## src/rtl/uart_tx_arbiter.sv

```systemverilog
// uart_tx_arbiter: round-robin sharing of one uart_tx between N_REQ byte producers, with optional source header and ack timeout.
module uart_tx_arbiter #(
  parameter int N_REQ = 4,
  parameter bit HEADER_EN = 1'b1,
  parameter int ACK_TIMEOUT = 64
) (
  input  logic                 clk,
  input  logic                 reset,
  input  logic [N_REQ-1:0]     req_valid,
  input  logic [8*N_REQ-1:0]   req_data,
  output logic [N_REQ-1:0]     req_ready,
  output logic [7:0]           data_to_tx,
  output logic                 start_tx,
  input  logic                 tx_busy,
  output logic [3:0]           grant_id,
  output logic                 arb_busy,
  output logic                 timeout_err
);
  typedef enum logic [2:0] {IDLE, SEND_HDR, ACK_HDR, DONE_HDR, SEND_DAT, ACK_DAT, DONE_DAT} state_t;
  state_t state;
  logic busy_m, busy_s;
  logic [3:0] ptr, win, idx;
  logic [4:0] sum;
  logic [7:0] byte_q;
  logic [15:0] cnt;
  logic [15:0] valid_pad;
  logic [127:0] data_pad;
  assign valid_pad = 16'(req_valid);
  assign data_pad = 128'(req_data);
  // Scan downward so the lowest offset from ptr is the last (winning) assignment.
  always_comb begin
    win = ptr;
    sum = '0;
    idx = '0;
    for (int i = N_REQ - 1; i >= 0; i--) begin
      sum = {1'b0, ptr} + 5'(i);
      idx = sum >= 5'(N_REQ) ? 4'(sum - 5'(N_REQ)) : sum[3:0];
      if (valid_pad[idx]) win = idx;
    end
  end
  always_ff @(posedge clk or posedge reset) begin
    if (reset) begin
      state <= IDLE;
      busy_m <= 1'b0;
      busy_s <= 1'b0;
      ptr <= '0;
      byte_q <= '0;
      cnt <= '0;
      req_ready <= '0;
      data_to_tx <= '0;
      start_tx <= 1'b0;
      grant_id <= '0;
      arb_busy <= 1'b0;
      timeout_err <= 1'b0;
    end else begin
      busy_m <= tx_busy;
      busy_s <= busy_m;
      req_ready <= '0;
      timeout_err <= 1'b0;
      case (state)
        IDLE: if (|req_valid && !busy_s) begin
          byte_q <= data_pad[{win, 3'b000} +: 8];
          grant_id <= win;
          ptr <= (win == 4'(N_REQ - 1)) ? 4'd0 : win + 4'd1;
          req_ready <= N_REQ'(1) << win;
          arb_busy <= 1'b1;
          state <= HEADER_EN ? SEND_HDR : SEND_DAT;
        end
        SEND_HDR, SEND_DAT: begin
          data_to_tx <= (state == SEND_HDR) ? {4'hA, grant_id} : byte_q;
          start_tx <= 1'b1;
          cnt <= '0;
          state <= (state == SEND_HDR) ? ACK_HDR : ACK_DAT;
        end
        ACK_HDR, ACK_DAT: if (busy_s) begin
          start_tx <= 1'b0;
          state <= (state == ACK_HDR) ? DONE_HDR : DONE_DAT;
        end else if (cnt == 16'(ACK_TIMEOUT)) begin
          start_tx <= 1'b0;
          timeout_err <= 1'b1;
          arb_busy <= 1'b0;
          state <= IDLE;
        end else begin
          cnt <= cnt + 16'd1;
        end
        DONE_HDR: if (!busy_s) state <= SEND_DAT;
        DONE_DAT: if (!busy_s) begin
          arb_busy <= 1'b0;
          state <= IDLE;
        end
        default: state <= IDLE;
      endcase
    end
  end
endmodule

```

## config.mk

```make
export PLATFORM = sky130hd
export DESIGN_NAME = uart_tx_arbiter
export DESIGN_NICKNAME = d
export VERILOG_FILES = /design/src/rtl/uart_tx_arbiter.sv
export SDC_FILE = /design/constraint.sdc
export NUM_CORES = 1
export LEC_CHECK = 0
export ABC_AREA = 1
export BUFFER_PORTS_ARGS = -buffer_cell sky130_fd_sc_hd__buf_2
export CAP_MARGIN = 40
export CELL_PAD_IN_SITES_DETAIL_PLACEMENT = 2
export CELL_PAD_IN_SITES_GLOBAL_PLACEMENT = 2
export CORE_ASPECT_RATIO = 0.9
export CORE_MARGIN = 5
export CORE_UTILIZATION = 32
export CTS_BUF_LIST = sky130_fd_sc_hd__clkbuf_4
export CTS_CLUSTER_SIZE = 12
export DETAILED_ROUTE_END_ITERATION = 8
export GPL_ROUTABILITY_DRIVEN = 0
export GPL_TIMING_DRIVEN = 0
export MAX_ROUTING_LAYER = met4
export PLACE_DENSITY_LB_ADDON = 0.1
export SLEW_MARGIN = 20
export SYNTH_ARGS = -nofsm -noshare
export SYNTH_HDL_FRONTEND = slang
export SYNTH_SLANG_ARGS = --single-unit
```

## constraint.sdc

```tcl
create_clock -name clk -period 2.8 [get_ports clk]
set_clock_uncertainty 0.05 [all_clocks]
set_input_delay 0.56 -clock clk [delete_from_list [all_inputs] [get_ports clk]]
set_output_delay 0.56 -clock clk [all_outputs]
set_load 0.02 [all_outputs]
```

# ---- Word-level counts from Yosys, hierarchy flattened
# Index checks and enable logic that the tools add are counted.
# Widths: inputs -> output; s select.
dict set report totals {
  ff_bits 52
  in_bits 39
  output_inout_bits 19
  elab_cells 100
}
dict set report op_classes {
  n_addsub 9
  magnitude_cmp 8
  eq_ne 15
  shifts 2
  mux 41
  reduce_logical 13
}
# op n
set op_table {}
lappend op_table {{$shiftx 128x8->8} 1}
lappend op_table {{$mux 4} 11}
lappend op_table {{$mux 16} 2}
lappend op_table {{$pmux 16 s2} 1}
lappend op_table {{$mux 3} 7}
lappend op_table {{$lt 4x5->1 const B} 4}
lappend op_table {{$add 16x1->16 const B} 1}
lappend op_table {{$bmux 1 s4} 4}
lappend op_table {{$eq 16x7->1 const B} 1}
lappend op_table {{$sub 4x3->4 const B} 4}
lappend op_table {{$ge 5x3->1 const B} 3}
lappend op_table {{$pmux 3 s5} 1}
lappend op_table {{$mux 1} 12}
lappend op_table {{$ne 2x2->1 const B} 6}
lappend op_table {{$add 4x2->5 const B} 2}
lappend op_table {{$eq 3x3->1 const B} 3}
lappend op_table {{$mux 8} 1}
lappend op_table {{$eq 3x2->1 const B} 2}
lappend op_table {{$add 4x1->5 const B} 1}
lappend op_table {{$reduce_and 5->1} 1}
lappend op_table {{$add 4x1->4 const B} 1}
lappend op_table {{$eq 4x2->1 const B} 1}
lappend op_table {{$ge 4x3->1 const B} 1}
lappend op_table {{$reduce_and 2->1} 2}
lappend op_table {{14 further kinds} 15}

# ---- Longest topological paths before layout
# Gate-level depths: netlist (run 1).
dict set report depth {
  depth_word 12
  mapped_depth 25
  mapped_depth_nobuf 24
}

# ---- Least setup slack after synthesis (run 1)
# OpenSTA, ideal clock, no wires.
dict set report synth_path {
  path_kind {register to register}
  start {register ptr[1]}
  end {register byte_q[0]}
  setup_ns 0.116
  t_arrival_ns 2.374
  setup_slack_ns 0.260
  path_stages_with_launch 24
  n_path_buf 1
  cell_sequence {dfrtp_1 inv_1 ha_1 nand2_1 nand2_1 nand2_1 nand2_1 inv_1 ha_1 nand2_1 nand2_1 inv_1 nand2_1 o21ai_2 nand2_1 nand2_2 nand4_4 buf_2 nand3_1 nand2_1 nand2_1 nand2_1 nand2_1 nand2_1}
}
dict set report synth_via {
  elab_chain_cells 10
}
# item line_no
set synth_lines {}
lappend synth_lines {{start: declaration} 22} ;# logic [3:0] ptr, win, idx;
lappend synth_lines {{start signal: assignment} 64} ;# ptr <= (win == 4'(N_REQ - 1)) ? 4'd0 : win + 4'd1;
lappend synth_lines {{$add 4x2->5} 36} ;# sum = {1'b0, ptr} + 5'(i);
lappend synth_lines {{$sub 4x3->4 or $ge 5x3->1 (tied branches)} 37} ;# idx = sum >= 5'(N_REQ) ? 4'(sum - 5'(N_REQ)) : sum[3:0];
lappend synth_lines {{$mux 4} 37}
lappend synth_lines {{$bmux 1 s4} 38} ;# if (valid_pad[idx]) win = idx;
lappend synth_lines {{$mux 1 (not written as such)} 38}
lappend synth_lines {{$mux 4 (3 in a row)} 38}
lappend synth_lines {{$mux 4 *} 38}
lappend synth_lines {{$shiftx 128x8->8 *} 62} ;# byte_q <= data_pad[{win, 3'b000} +: 8];
lappend synth_lines {{end signal: assignment} 62}
lappend synth_lines {{end: declaration} 24} ;# logic [7:0] byte_q;
# Every way passes the cells marked *; elsewhere a longest branch is shown, timed or not. The select of a mux whose other input is x is not followed.
# A chain may end at the register's enable or synchronous reset.

# ---- Final worst setup path (run 1)
dict set report layout_path {
  start {register ptr[1]}
  end {register ptr[1]}
}
dict set report layout_via {
  elab_chain_cells 11
}
# item line_no
set layout_lines {}
lappend layout_lines {{$add 4x2->5} 36}
lappend layout_lines {{$sub 4x3->4 or $ge 5x3->1 (tied branches)} 37}
lappend layout_lines {{$mux 4} 37}
lappend layout_lines {{$bmux 1 s4} 38}
lappend layout_lines {{$mux 1 (not written as such)} 38}
lappend layout_lines {{$mux 4 (3 in a row)} 38}
lappend layout_lines {{$mux 4 *} 38}
lappend layout_lines {{$add 4x1->4 or $eq 4x2->1 (tied branches)} 64}
lappend layout_lines {{$mux 4 *} 64}
# Marks and branches as above.

==> flow_summary.json, run 1 <==
{
  "outcome": "finished with violations",
  "violations": "negative setup slack",
  "start_kind": "flip-flop",
  "crit_type": "reg2reg",
  "finalCritPeriodShare": 1.04,
  "max_stage_delay_ns": 0.47,
  "cp.required_ns": 3.06,
  "grt_pass1_wl_um": 20100,
  "hold_viol": 0,
  "drt_iter0_drc": 125,
  "final_max_slew_viol_count": 0,
  "overflow": 0,
  "antenna_found_initial": 0,
  "cts_tree": "done",
  "ys_warn_count": 0,
  "num_rows": 35,
  "end_kind": "flip-flop",
  "diodes": 0,
  "synthFlopType": "dfrtp_1",
  "max_freq_mhz": 345,
  "start_util": 0.331,
  "synth_top_area_frac": 0.379,
  "drtAntennaViolNets": 0,
  "synth_nets": 551,
  "port-buffer-count": 57,
  "dpl.hpwl_um": 8980,
  "hold_path_class": "in2async",
  "grt_use_total": 0.200,
  "clockBufferDepth": 2,
  "rr_worst_depth": 21,
  "vias": 3702,
  "clock-sinks": 52,
  "cp.arrival_ns": 3.16,
  "yosysSeqAreaShare": 0.379,
  "first_pass_iters": 4,
  "crit_chain": "buf_6 -> ha_4 -> inv_4 -> nand2_1 -> and2_1 -> ha_1 -> nand2_1 -> nand3_1 -> nand2_1 -> nand2_1 -> nor2_2 -> a21oi_1 -> nand2_1 -> nand2_1 -> nand2_1 -> nand2_2 -> inv_2 -> buf_6 -> nand2_1 -> nand3_1 -> o21ai_1",
  "synthArstFlopShare": 1.00,
  "wl_um": 13200,
  "ys_ff_latch": 52,
  "clock-root-buffer": "clkbuf_4",
  "die_h_um": 108,
  "clkTransAtPathRegs_ns": 0.16,
  "syn2layout_area_growth_pct": 29.5,
  "worst_skew_pair.late_latency_ns": 0.41,
  "maxCapViolations": 0,
  "drcViolationCount": 0,
  "via_per_inst": 5.20,
  "slew_headroom": 0.538,
  "die_area_mm2": 0.0129,
  "syn_avg_cell_area_um2": 6.89,
  "synth_cell_types": 31,
  "ys_top_cells_by_count": "nand2_1, inv_1, dfrtp_1",
  "postLayoutCellArea_mm2": 0.00445,
  "grt_max_degree": 53,
  "io_pins": 58,
  "r2r_slack_ns": -0.10,
  "fin_util": 0.428,
  "placed_cell_area_mm2": 0.00388,
  "synth_top_cell_by_area": "dfrtp_1",
  "synth_edf_count": 0,
  "cpMaxStageDelayCell": "dfrtp_2",
  "rr_endpoint": "ptr[1]$_DFFE_PP0P_",
  "synth.area.top_cells": "dfrtp_1, nand2_1, nand3_1",
  "grt_pass1_vias": 4088,
  "fin_ws_ns": -0.100,
  "synth_cells": 498,
  "core_area_mm2": 0.0104,
  "cts_buffers": 5,
  "path_max_fanout": 10,
  "r2r-start": "ptr[1]$_DFFE_PP0P_",
  "die_w_um": 119,
  "finalSetupTns_ns": -0.393,
  "nets": 635,
  "cts-htree-levels": 2,
  "synth_area_mm2": 0.00343,
  "setup_viol": 10,
  "avgRoutedWirePerCell_um": 18.5,
  "timing.critical_path.mode_cell": "nand2_1",
  "rsz0062_at_grt": "true",
  "synth.most_common_cell": "nand2_1",
  "period_needed_ns": 2.90,
  "worst_slew_pin_slew_ns": 0.693,
  "drive_above_1_share": 0.307,
  "hold_slack_ns": 0.176
}
-- critical path: cells and delay by family (launching register included) --
kind                       cells  cell delay (ns)
and+or+nand+nor               13             1.29
adders and majority gates      2             0.35
AOI/OAI and AO/OA              2             0.17
DFF                            1             0.47
buffers and inverters          4             0.43
-- state kept, by name, summed over array words and instances (netlist names) --
register and cells:
data_to_tx 8, start_tx 1, state 3, busy_m 1, req_ready 4, arb_busy 1, busy_s 1, grant_id 4
byte_q 8, timeout_err 1, ptr 4, cnt 16
-- worst max-delay path by stage --
stage / start / end / slack [ns]
final: ptr[1]$_DFFE_PP0P_ / ptr[1]$_DFFE_PP0P_ / -0.10
after global routing: ptr[1]$_DFFE_PP0P_ / ptr[1]$_DFFE_PP0P_ / -0.29
after CTS: ptr[1]$_DFFE_PP0P_ / byte_q[4]$_DFFE_PP0P_ / -0.002
after detailed placement: ptr[1]$_DFFE_PP0P_ / byte_q[5]$_DFFE_PP0P_ / -0.48
after global placement: ptr[1]$_DFFE_PP0P_ / byte_q[5]$_DFFE_PP0P_ / -0.37
after floorplan: ptr[1]$_DFFE_PP0P_ / byte_q[0]$_DFFE_PP0P_ / 0.26
-- layout by cell type, fill, tap and decap left out, drive strengths merged --
cell type / n
nand2: 191
buf: 83
inv: 66
dfrtp: 52
nand3: 49
nor2: 33
o21ai: 29
a21oi: 20
ha: 14
nand4: 10
clkbuf: 10
nor3: 9
nor4: 5
xor2: 3
o21a: 2
o31ai: 2
a22o: 2
clkinvlp: 1
and2: 1
bufinv: 1
-- metal layers --
| metal | part of all wire | global-route usage | vias to the layer above | wire length, um |
|---|---|---|---|---|
| met2 | 0.50 | 0.338 | 60 | 6570 |
| met1 | 0.46 | 0.249 | 1861 | 6020 |
| met3 | 0.023 | 0.0293 | 26 | 298 |
| met5 | 0 | - | - | 0 |
| met4 | 0.024 | 0.0604 | 0 | 319 |
| li1 | - | - | 1755 | - |
-- cells by family (layout without fill, tap and decap cells) --
| logic type | after synthesis | count (layout) | share of synthesized area |
|---|---|---|---|
| adders and majority gates | 14 | 14 | 0.0510 |
| DFF | 52 | 52 | 0.379 |
| and+or+nand+nor | 298 | 298 | 0.382 |
| AOI/OAI and AO/OA | 55 | 55 | 0.0864 |
| buffers and inverters | 76 | 161 | 0.0940 |
| xor gates and xnor gates | 3 | 3 | 0.00765 |
-- cell type report --
| cell class | count | area (um2) |
|---|---|---|
| buffer | 10 | 97.6 |
| clock buffer | 6 | 45.0 |
| clock inverter | 2 | 38.8 |
| fill | 1222 | 5930 |
| inverter | 66 | 267 |
| multi-input combinational | 370 | 2070 |
| sequential | 52 | 1300 |
| tap | 129 | 161 |
| timing repair buffer | 77 | 464 |
-- through the flow --
step	instances	setup WS, ns
floorplan	498	0.260
detailed placement	684	-0.485
global route	712	-0.290
finish	712	-0.100
global placement	684	-0.366
CTS	705	-0.00165
-- what timing repair did --
| item | 4_1_cts | 5_1_grt |
|---|---|---|
| cloned | 1 | 1 |
| gates resized for setup | 29 | 65 |
| hold endpoints to repair | 0 | 0 |
| setup buffers | 12 | 6 |
| pin swaps | 6 | 26 |
| endpoints found under the setup margin | 18 | 18 |
| hold buffers | 0 | 0 |
Power of run 1 is left out: the tool's default activity adds up to more than one toggle a clock period on the data nets, which glitch-free logic cannot reach.
==> inputs of run 2 (changes only) <==
- CORE_MARGIN: 5 -> 8
- TNS_END_PERCENT: not set -> 10
==> flow_summary.json, run 2 (synthesized netlist as in run 1, its figures left out) <==
{
  "outcome": "finished with violations",
  "violations": "negative setup slack",
  "die_h_um": 114,
  "p_total_w": 0.00646,
  "wl_um": 11900,
  "cts_tree": "done",
  "start_util": 0.323,
  "timing.critical_path.mode_cell": "nand2_1",
  "clkTransAtPathRegs_ns": 0.15,
  "drt_iter0_drc": 108,
  "worst_skew_pair.late_latency_ns": 0.38,
  "cp.arrival_ns": 3.13,
  "path_max_fanout": 5,
  "num_rows": 36,
  "grt_pass1_wl_um": 19200,
  "largest_register_ffs": 16,
  "cpMaxStageDelayCell": "dfrtp_2",
  "dp.cells": 688,
  "rsz0062_at_grt": "true",
  "path_buf_inv": 4,
  "cts_buffers": 5,
  "slew_headroom": 0.557,
  "start_kind": "flip-flop",
  "first_pass_iters": 4,
  "dpl.hpwl_um": 8960,
  "final_max_slew_viol_count": 0,
  "overflow": 0,
  "max_stage_delay_ns": 0.43,
  "hold_path_class": "in2async",
  "largest_register": "cnt",
  "grt_max_degree": 53,
  "crit_type": "reg2reg",
  "drive_above_1_share": 0.257,
  "reg.largest.list": "cnt: 16 flops, byte_q: 8 flops, data_to_tx: 8 flops",
  "syn2layout_area_growth_pct": 25.9,
  "cp.required_ns": 3.04,
  "place_ws_ns": -0.455,
  "mostFrequentLayoutCells": "nand2_1, buf_2, inv_1",
  "leakage_nw": 2.27,
  "r2r-start": "ptr[1]$_DFFE_PP0P_",
  "power.density_mw_per_mm2": 1490,
  "finalCritPeriodShare": 1.03,
  "fin_ws_ns": -0.0879,
  "io_pins": 58,
  "maxCapViolations": 0,
  "r2r_slack_ns": -0.09,
  "clock-root-buffer": "clkbuf_4",
  "drcViolationCount": 0,
  "crit_chain": "clkinvlp_4 -> ha_4 -> nand2_4 -> nand3_2 -> nand2_2 -> inv_2 -> ha_4 -> nand2_2 -> nand2_2 -> inv_2 -> nand2_4 -> o21ai_4 -> nand2_2 -> nand2_4 -> nand4_4 -> nand2_8 -> clkbuf_16 -> nand2_1 -> nand2_1 -> nand2_1 -> nand2_1 -> nand2_1 -> nand2_1",
  "fin_cells": 714,
  "cts-htree-levels": 2,
  "ir_drop_mv": 0.791,
  "hold_viol": 0,
  "max_freq_mhz": 346,
  "rr_worst_depth": 23,
  "die_w_um": 125,
  "end_kind": "flip-flop",
  "die_area_mm2": 0.0143,
  "final_common_cell": "nand2_1",
  "holdBufCountCts": 0,
  "grt_pass1_vias": 3991,
  "antenna_found_initial": 1,
  "vias": 3552,
  "drtAntennaViolNets": 0,
  "clock-sinks": 52,
  "via_per_inst": 4.97,
  "clockBufferDepth": 2,
  "worst_slew_pin_slew_ns": 0.664,
  "rr_endpoint": "byte_q[5]$_DFFE_PP0P_",
  "critical_path.top_delay_family": "simple AND/OR/NAND/NOR gates",
  "placed_cell_area_mm2": 0.00389,
  "period_needed_ns": 2.89,
  "avgRoutedWirePerCell_um": 16.6,
  "setup_viol": 10,
  "port-buffer-count": 57,
  "core_area_mm2": 0.0106,
  "grt_use_total": 0.166,
  "postLayoutCellArea_mm2": 0.00432,
  "nets": 632
}
run 2: changes by cell type in the layout (fill, tap and decap cells not counted), moves of 3 or more:
cell / delta
a21oi_1: +3
buf_6: -5
a21oi_2: -3
nand2_4: -4
nand2_2: -23
nand2_1: +27
run 2: how the worst max path moves through the flow:
stage,from,to,cells after the start
2_1_floorplan,ptr[1]$_DFFE_PP0P_,byte_q[0]$_DFFE_PP0P_,23
3_3_place_gp,ptr[1]$_DFFE_PP0P_,byte_q[7]$_DFFE_PP0P_,22
3_5_place_dp,ptr[1]$_DFFE_PP0P_,ptr[3]$_DFFE_PP0P_,22
4_1_cts,ptr[0]$_DFFE_PP0P_,byte_q[7]$_DFFE_PP0P_,25
5_1_grt,ptr[1]$_DFFE_PP0P_,ptr[3]$_DFFE_PP0P_,20
6_report,ptr[1]$_DFFE_PP0P_,byte_q[5]$_DFFE_PP0P_,23
run 2: layout make-up:
type	count	area (um2)
buffer	10	103
clock buffer	6	45.0
sequential	52	1310
clock inverter	2	16.3
tap	133	166
multi-input combinational	370	1960
fill	1260	6310
timing repair buffer	74	460
antenna	1	2.50
inverter	66	264
run 2: what timing repair did:
item | 4_1_cts | 5_1_grt
endpoints found under the setup margin | 19 | 18
cloned | 1 | 2
buffers inserted | 9 | 5
pin swaps | 4 | 16
hold endpoints to repair | 0 | 0
gates resized for setup | 23 | 35
run 2: through the flow:
| stage | setup TNS, ns | hold WS [ns] | util |
|---|---|---|---|
| finish | -0.241 | 0.210 | 0.407 |
| detailed placement | -6.26 | 0.293 | 0.366 |
| floorplan | 0 | 0.281 | - |
| global placement | -5.09 | 0.290 | 0.365 |
| global route | -1.90 | 0.218 | 0.407 |
| CTS | 0 | 0.223 | 0.384 |
run 2: worst reg2reg max path, stage by stage (launching register included):
cell        delay, ns
dfrtp_2          0.43
clkinvlp_4       0.19
ha_4             0.22
nand2_4          0.06
nand3_2          0.07
nand2_2          0.11
inv_2            0.05
ha_4             0.15
nand2_2          0.06
nand2_2          0.05
inv_2            0.08
nand2_4          0.06
o21ai_4          0.17
nand2_2          0.11
nand2_4          0.13
nand4_4          0.16
nand2_8          0.16
clkbuf_16        0.15
nand2_1          0.04
nand2_1          0.07
nand2_1          0.05
nand2_1          0.07
nand2_1          0.08
nand2_1          0.08
run 2: per-layer routing:
layer | wire length, um | GRT usage | up-vias
met3 | 136 | 0.0140 | 10
li1 | - | - | 1748
met5 | 0 | - | -
met4 | 123 | 0.0332 | 0
met2 | 6330 | 0.319 | 43
met1 | 5290 | 0.186 | 1751
run 2: power by group:
part	total (W)	leakage [nW]	switching [W]	internal (W)
logic	0.00495	1.57	0.00299	0.00196
registers	0.00115	0.668	0.000187	0.000967
clock network	0.000360	0.0319	0.000249	0.000110
No activity file was read; power rests on OpenSTA's default activity.
